`src/rtl/unidad_control_pila.sv`:
```
// microc control unit with hardware return-address stack for jal/ret.
// Define UC_HALT_ON_ERR_EN to halt the unit on stack overflow/underflow.
module unidad_control_pila #(
    parameter  int PC_W  = 10,
    parameter  int DEPTH = 4,
    localparam int PW    = $clog2(DEPTH + 1)
) (
    input  logic            clk,
    input  logic            reset,
    input  logic [5:0]      opcode,
    input  logic            z,
    input  logic [PC_W-1:0] pc_sig,
    output logic            s_inc,
    output logic            s_pila,
    output logic            s_inm,
    output logic            we3,
    output logic            wez,
    output logic [2:0]      op,
    output logic [PC_W-1:0] pc_ret,
    output logic [PW-1:0]   prof,
    output logic            err_pila,
    output logic            parado
);

    typedef enum logic {RUN, HALT} state_t;

    localparam int            SLOTS = 1 << PW;
    localparam logic [PW-1:0] FULL  = PW'(DEPTH);

    state_t          state;
    logic [PC_W-1:0] stack [SLOTS];
    logic            halted;
    logic            is_li, is_addi, is_j, is_jz, is_jnz, is_jal, is_ret;

    assign halted  = (state == HALT);
    assign is_li   = (opcode[5:2] == 4'b0001);
    assign is_addi = (opcode[5:2] == 4'b0011);
    assign is_j    = (opcode == 6'b010000);
    assign is_jz   = (opcode == 6'b010001);
    assign is_jnz  = (opcode == 6'b010010);
    assign is_jal  = (opcode == 6'b010011);
    assign is_ret  = (opcode == 6'b010100);

`ifdef UC_HALT_ON_ERR_EN
    assign parado = halted;
`else
    assign parado = 1'b0;
`endif

    assign pc_ret = (prof == '0) ? '0 : stack[prof - 1'b1];

    always_comb begin
        s_inc  = 1'b0;
        s_pila = 1'b0;
        s_inm  = 1'b0;
        we3    = 1'b0;
        wez    = 1'b0;
        op     = 3'b000;
        if (!halted) begin
            unique case (1'b1)
                opcode[5]: begin
                    s_inc = 1'b1;
                    we3   = 1'b1;
                    wez   = 1'b1;
                    op    = opcode[4:2];
                end
                is_li: begin
                    s_inc = 1'b1;
                    s_inm = 1'b1;
                    we3   = 1'b1;
                end
                is_addi: begin
                    s_inc = 1'b1;
                    s_inm = 1'b1;
                    we3   = 1'b1;
                    op    = 3'b010;
                end
                is_j:    s_inc  = 1'b0;
                is_jz:   s_inc  = ~z;
                is_jnz:  s_inc  = z;
                is_jal:  s_inc  = 1'b0;
                is_ret:  s_pila = 1'b1;
                default: s_inc  = 1'b1;
            endcase
        end
    end

    // Faulting push/pop only latches the error; stack contents are kept.
    always_ff @(posedge clk or posedge reset) begin
        if (reset) begin
            state    <= RUN;
            prof     <= '0;
            err_pila <= 1'b0;
            for (int i = 0; i < SLOTS; i++)
                stack[i] <= '0;
        end else if (!halted) begin
            if (is_jal) begin
                if (prof == FULL) begin
                    err_pila <= 1'b1;
`ifdef UC_HALT_ON_ERR_EN
                    state    <= HALT;
`endif
                end else begin
                    stack[prof] <= pc_sig;
                    prof        <= prof + 1'b1;
                end
            end else if (is_ret) begin
                if (prof == '0) begin
                    err_pila <= 1'b1;
`ifdef UC_HALT_ON_ERR_EN
                    state    <= HALT;
`endif
                end else begin
                    prof <= prof - 1'b1;
                end
            end
        end
    end

endmodule

```
`config.mk`:
```
export PLATFORM = sky130hd
export DESIGN_NAME = unidad_control_pila
export DESIGN_NICKNAME = d
export VERILOG_FILES = /design/src/rtl/unidad_control_pila.sv
export SDC_FILE = /design/constraint.sdc
export NUM_CORES = 1
export LEC_CHECK = 0
export ABC_CLOCK_PERIOD_IN_PS = 1500
export CELL_PAD_IN_SITES_DETAIL_PLACEMENT = 0
export CELL_PAD_IN_SITES_GLOBAL_PLACEMENT = 1
export CORE_UTILIZATION = 10
export DETAILED_ROUTE_END_ITERATION = 12
export PLACE_DENSITY = 0.86
export RECOVER_POWER = 25
export SYNTH_ARGS = -nofsm -noshare
export SYNTH_HDL_FRONTEND = slang
export SYNTH_SLANG_ARGS = --single-unit
```
`constraint.sdc`:
```
create_clock -name clk -period 1.5 [get_ports clk]
set_input_delay 0.45 -clock clk [delete_from_list [all_inputs] [get_ports clk]]
set_output_delay 0.45 -clock clk [all_outputs]
set_load 0.005 [all_outputs]
```
==> flow_results.org <==
** Run status
- The run finished, with violations left.
- Violated checks :: setup timing

** Floorplan
- 42 I/O pins were placed.
- Placeable Area :: 0.00194 mm2
- The die covers 0.00225 mm2.
- Die boundary height :: 47.4 um
- The die is 47.4 um wide.
- Standard-cell rows :: 16
- Effective utilization at floorplan :: 10.6%

** Placement
- Number of buffer cells added on primary ports :: 15
- Once placement finished, the instance area stood at 345 um2.
- Routability-driven placement finished with a final weighted congestion of 0.559.
- Detailed placement HPWL :: 395 um

** Yosys
- By area the synthesized netlist is led by buf_4 58%, and2_1 6.1%, or3b_1 4.2%, a21boi_0 3.6%, nand3b_1 3.6%.
- Unique masters post-synth :: 14
- Post-synthesis cell count :: 31
- Sequential cells were found to cover 0% of the synthesized design area.
- After synthesis, the mean cell area works out to 6.66 um2.
- Warning count from the yosys run :: 1
- Summed instance area of the synthesized netlist :: 206 um2
- Top cell type by total area after synthesis :: buf_4
- Share of the synthesized area in the top cell type :: 58.2%

** STA
- Static timing analysis puts the maximum clock frequency at 632 MHz.
- Setup repair after global routing missed its margin :: yes
- Setup violations remaining at the end of the flow were counted as 2.
- Worst hold slack after final layout :: 1.25 ns
- Hold Fails Final Rpt :: 0
- The number of pins with negative max-slew slack in the final report came to 0.
- The routed design could run at a clock period as short as 1.58 ns.
- Worst-case setup margin in the final layout :: -0.0823 ns
- Tcrit/Tclk final :: 105%

** Detailed routing
- After detailed routing, the number of remaining DRC violations is 0.
- Detail Route Antenna Nets :: 0
- Routed via count divided by cell count :: 3.00
- Initial DRC count :: 2
- First-pass iteration count of the detailed router :: 2
- Count of vias placed by the detailed router :: 225
- Aggregate routed wire length :: 463 um
- In the final routed layout, each cell accounts on average for 6.17 um.

** Cells and area
- Net count, final :: 69
- Most used cells in the layout excluding fill and tap cells :: 15 x conb_1, 8 x buf_2, 3 x clkdlybuf4s15_1, 3 x buf_4
- Leaving out fill and tap cells, the most frequent cell in the layout is conb_1.
- Flip-flop and latch count :: 0
- Synth-to-Final Area Change :: 60.6%
- After filler insertion, the fill cell instance count of the layout stands at 239.
- After layout, the clock buffer instance count stands at 0.
- In the final layout, the share of cells above drive strength 1 is 35.4%.
- Design Area, Final :: 332 um2
- Area taken by multi-input logic gates :: 154 um2
- In the final layout, flip-flops and latches occupy 0 um2.
- The repair_antennas step left the layout with diodes totalling 0.

** Critical path
- At the worst endpoint, the required time is 1.05 ns.
- The signal on the critical path passes through buf_6, or3b_1, nand4_1, buf_2.
- The critical path is of the input pin to output port type.
- CP top delay family :: simple AND/OR/NAND/NOR gates
- The slowest stage of the critical path belongs to the cell or3b_1.
- Critical-path maximum fanout :: 2
- The number of buffers and inverters on the critical path is 2.
- Data arrival time of the critical path :: 1.13 ns
- In this run the number of cells on the critical path is 4.
- The worst setup path is launched from an input pin.
- STA classifies the critical path endpoint as an output port.
- The largest single stage delay on the critical path is 0.36 ns.

** GRT
- Number of antenna violations at the first check in global routing :: 0
- Via count of the first global-routing pass :: 170
- The first global-routing pass estimated 683 um of wire.
- Overall global routing resource usage :: 4.03%
- Entering global routing, the biggest net connects 6 pins.
- Total grt overflow :: 0

** Job
- Max-cap violations :: 0

** Hold path
- The worst hold path was traced through 3 stages.
- Class of the tightest hold or removal check :: input pin to output port

** Power and ir drop
- Leak :: 0.184 nW
- Peak VDD IR :: 0.0000413 V
- Dividing total power by cell area gives a power density of 197 mW/mm2.

** Clock tree
- Quantity of hold-fixing buffers added after cts :: 0
per-stage QoR:
| stage | power, mW | utilization (%) | instances | TNS, ns | setup slack [ns] |
|---|---|---|---|---|---|
| 3_3_place_gp | 0.0683 | 17.8 | 74 | -5.26 | -0.814 |
| 4_1_cts | 0.0639 | 17.3 | 75 | -0.190 | -0.157 |
| 3_5_place_dp | 0.0701 | 17.8 | 74 | -5.32 | -0.838 |
| 2_1_floorplan | 0.0513 | - | 45 | 0 | 0.145 |
| 6_report | 0.0653 | 17.1 | 75 | -0.0830 | -0.0823 |
| 5_1_grt | 0.0745 | 17.1 | 75 | -0.238 | -0.106 |
kinds of logic after synthesis:
family	count (synthesis)	share of synthesized area, %
buffers and inverters	17	60.0
and+or+nand+nor	11	32.1
AOI/OAI and AO/OA	2	6.06
other	1	1.82
layer usage:
metal,vias to the layer above,wire length (um),global-route usage [%]
met5,-,0,0
met4,0,0,0
met3,0,67,0.377
met2,16,254,9.86
met1,105,140,3.37
li1,104,-,-
layout make-up:
class                      count  area share, %
inverter                       1           1.13
multi-input combinational     28           46.4
tap                           27           10.2
timing repair buffer          19           42.3
where the power goes:
| part | switching [mW] | internal, mW |
|---|---|---|
| Clock | 0 | 0 |
| Combinational | 0.0303 | 0.0350 |
| Sequential | 0 | 0 |
| Total | 0.0303 | 0.0350 |
worst paths after layout:
path  startpoint    end
max    opcode[1]  s_inc
min    opcode[3]  op[1]
synth_stat cells (all sizes together):
| master | number |
|---|---|
| nor3b | 1 |
| nand2b | 1 |
| or3b | 1 |
| and2 | 2 |
| nand3b | 1 |
| and3 | 1 |
| a21boi | 1 |
| nor2 | 2 |
| buf | 16 |
| conb | 1 |
| nand4 | 1 |
| o21ai | 1 |
| nand2 | 1 |
| inv | 1 |
timing repair:
action	in CTS	in global routing
endpoints found under the hold margin	0	0
setup endpoints to repair	8	4
resized for setup	50	5
setup buffers	1	0
pin swaps	5	2
Note: power is estimated with default switching activity, not from simulation.
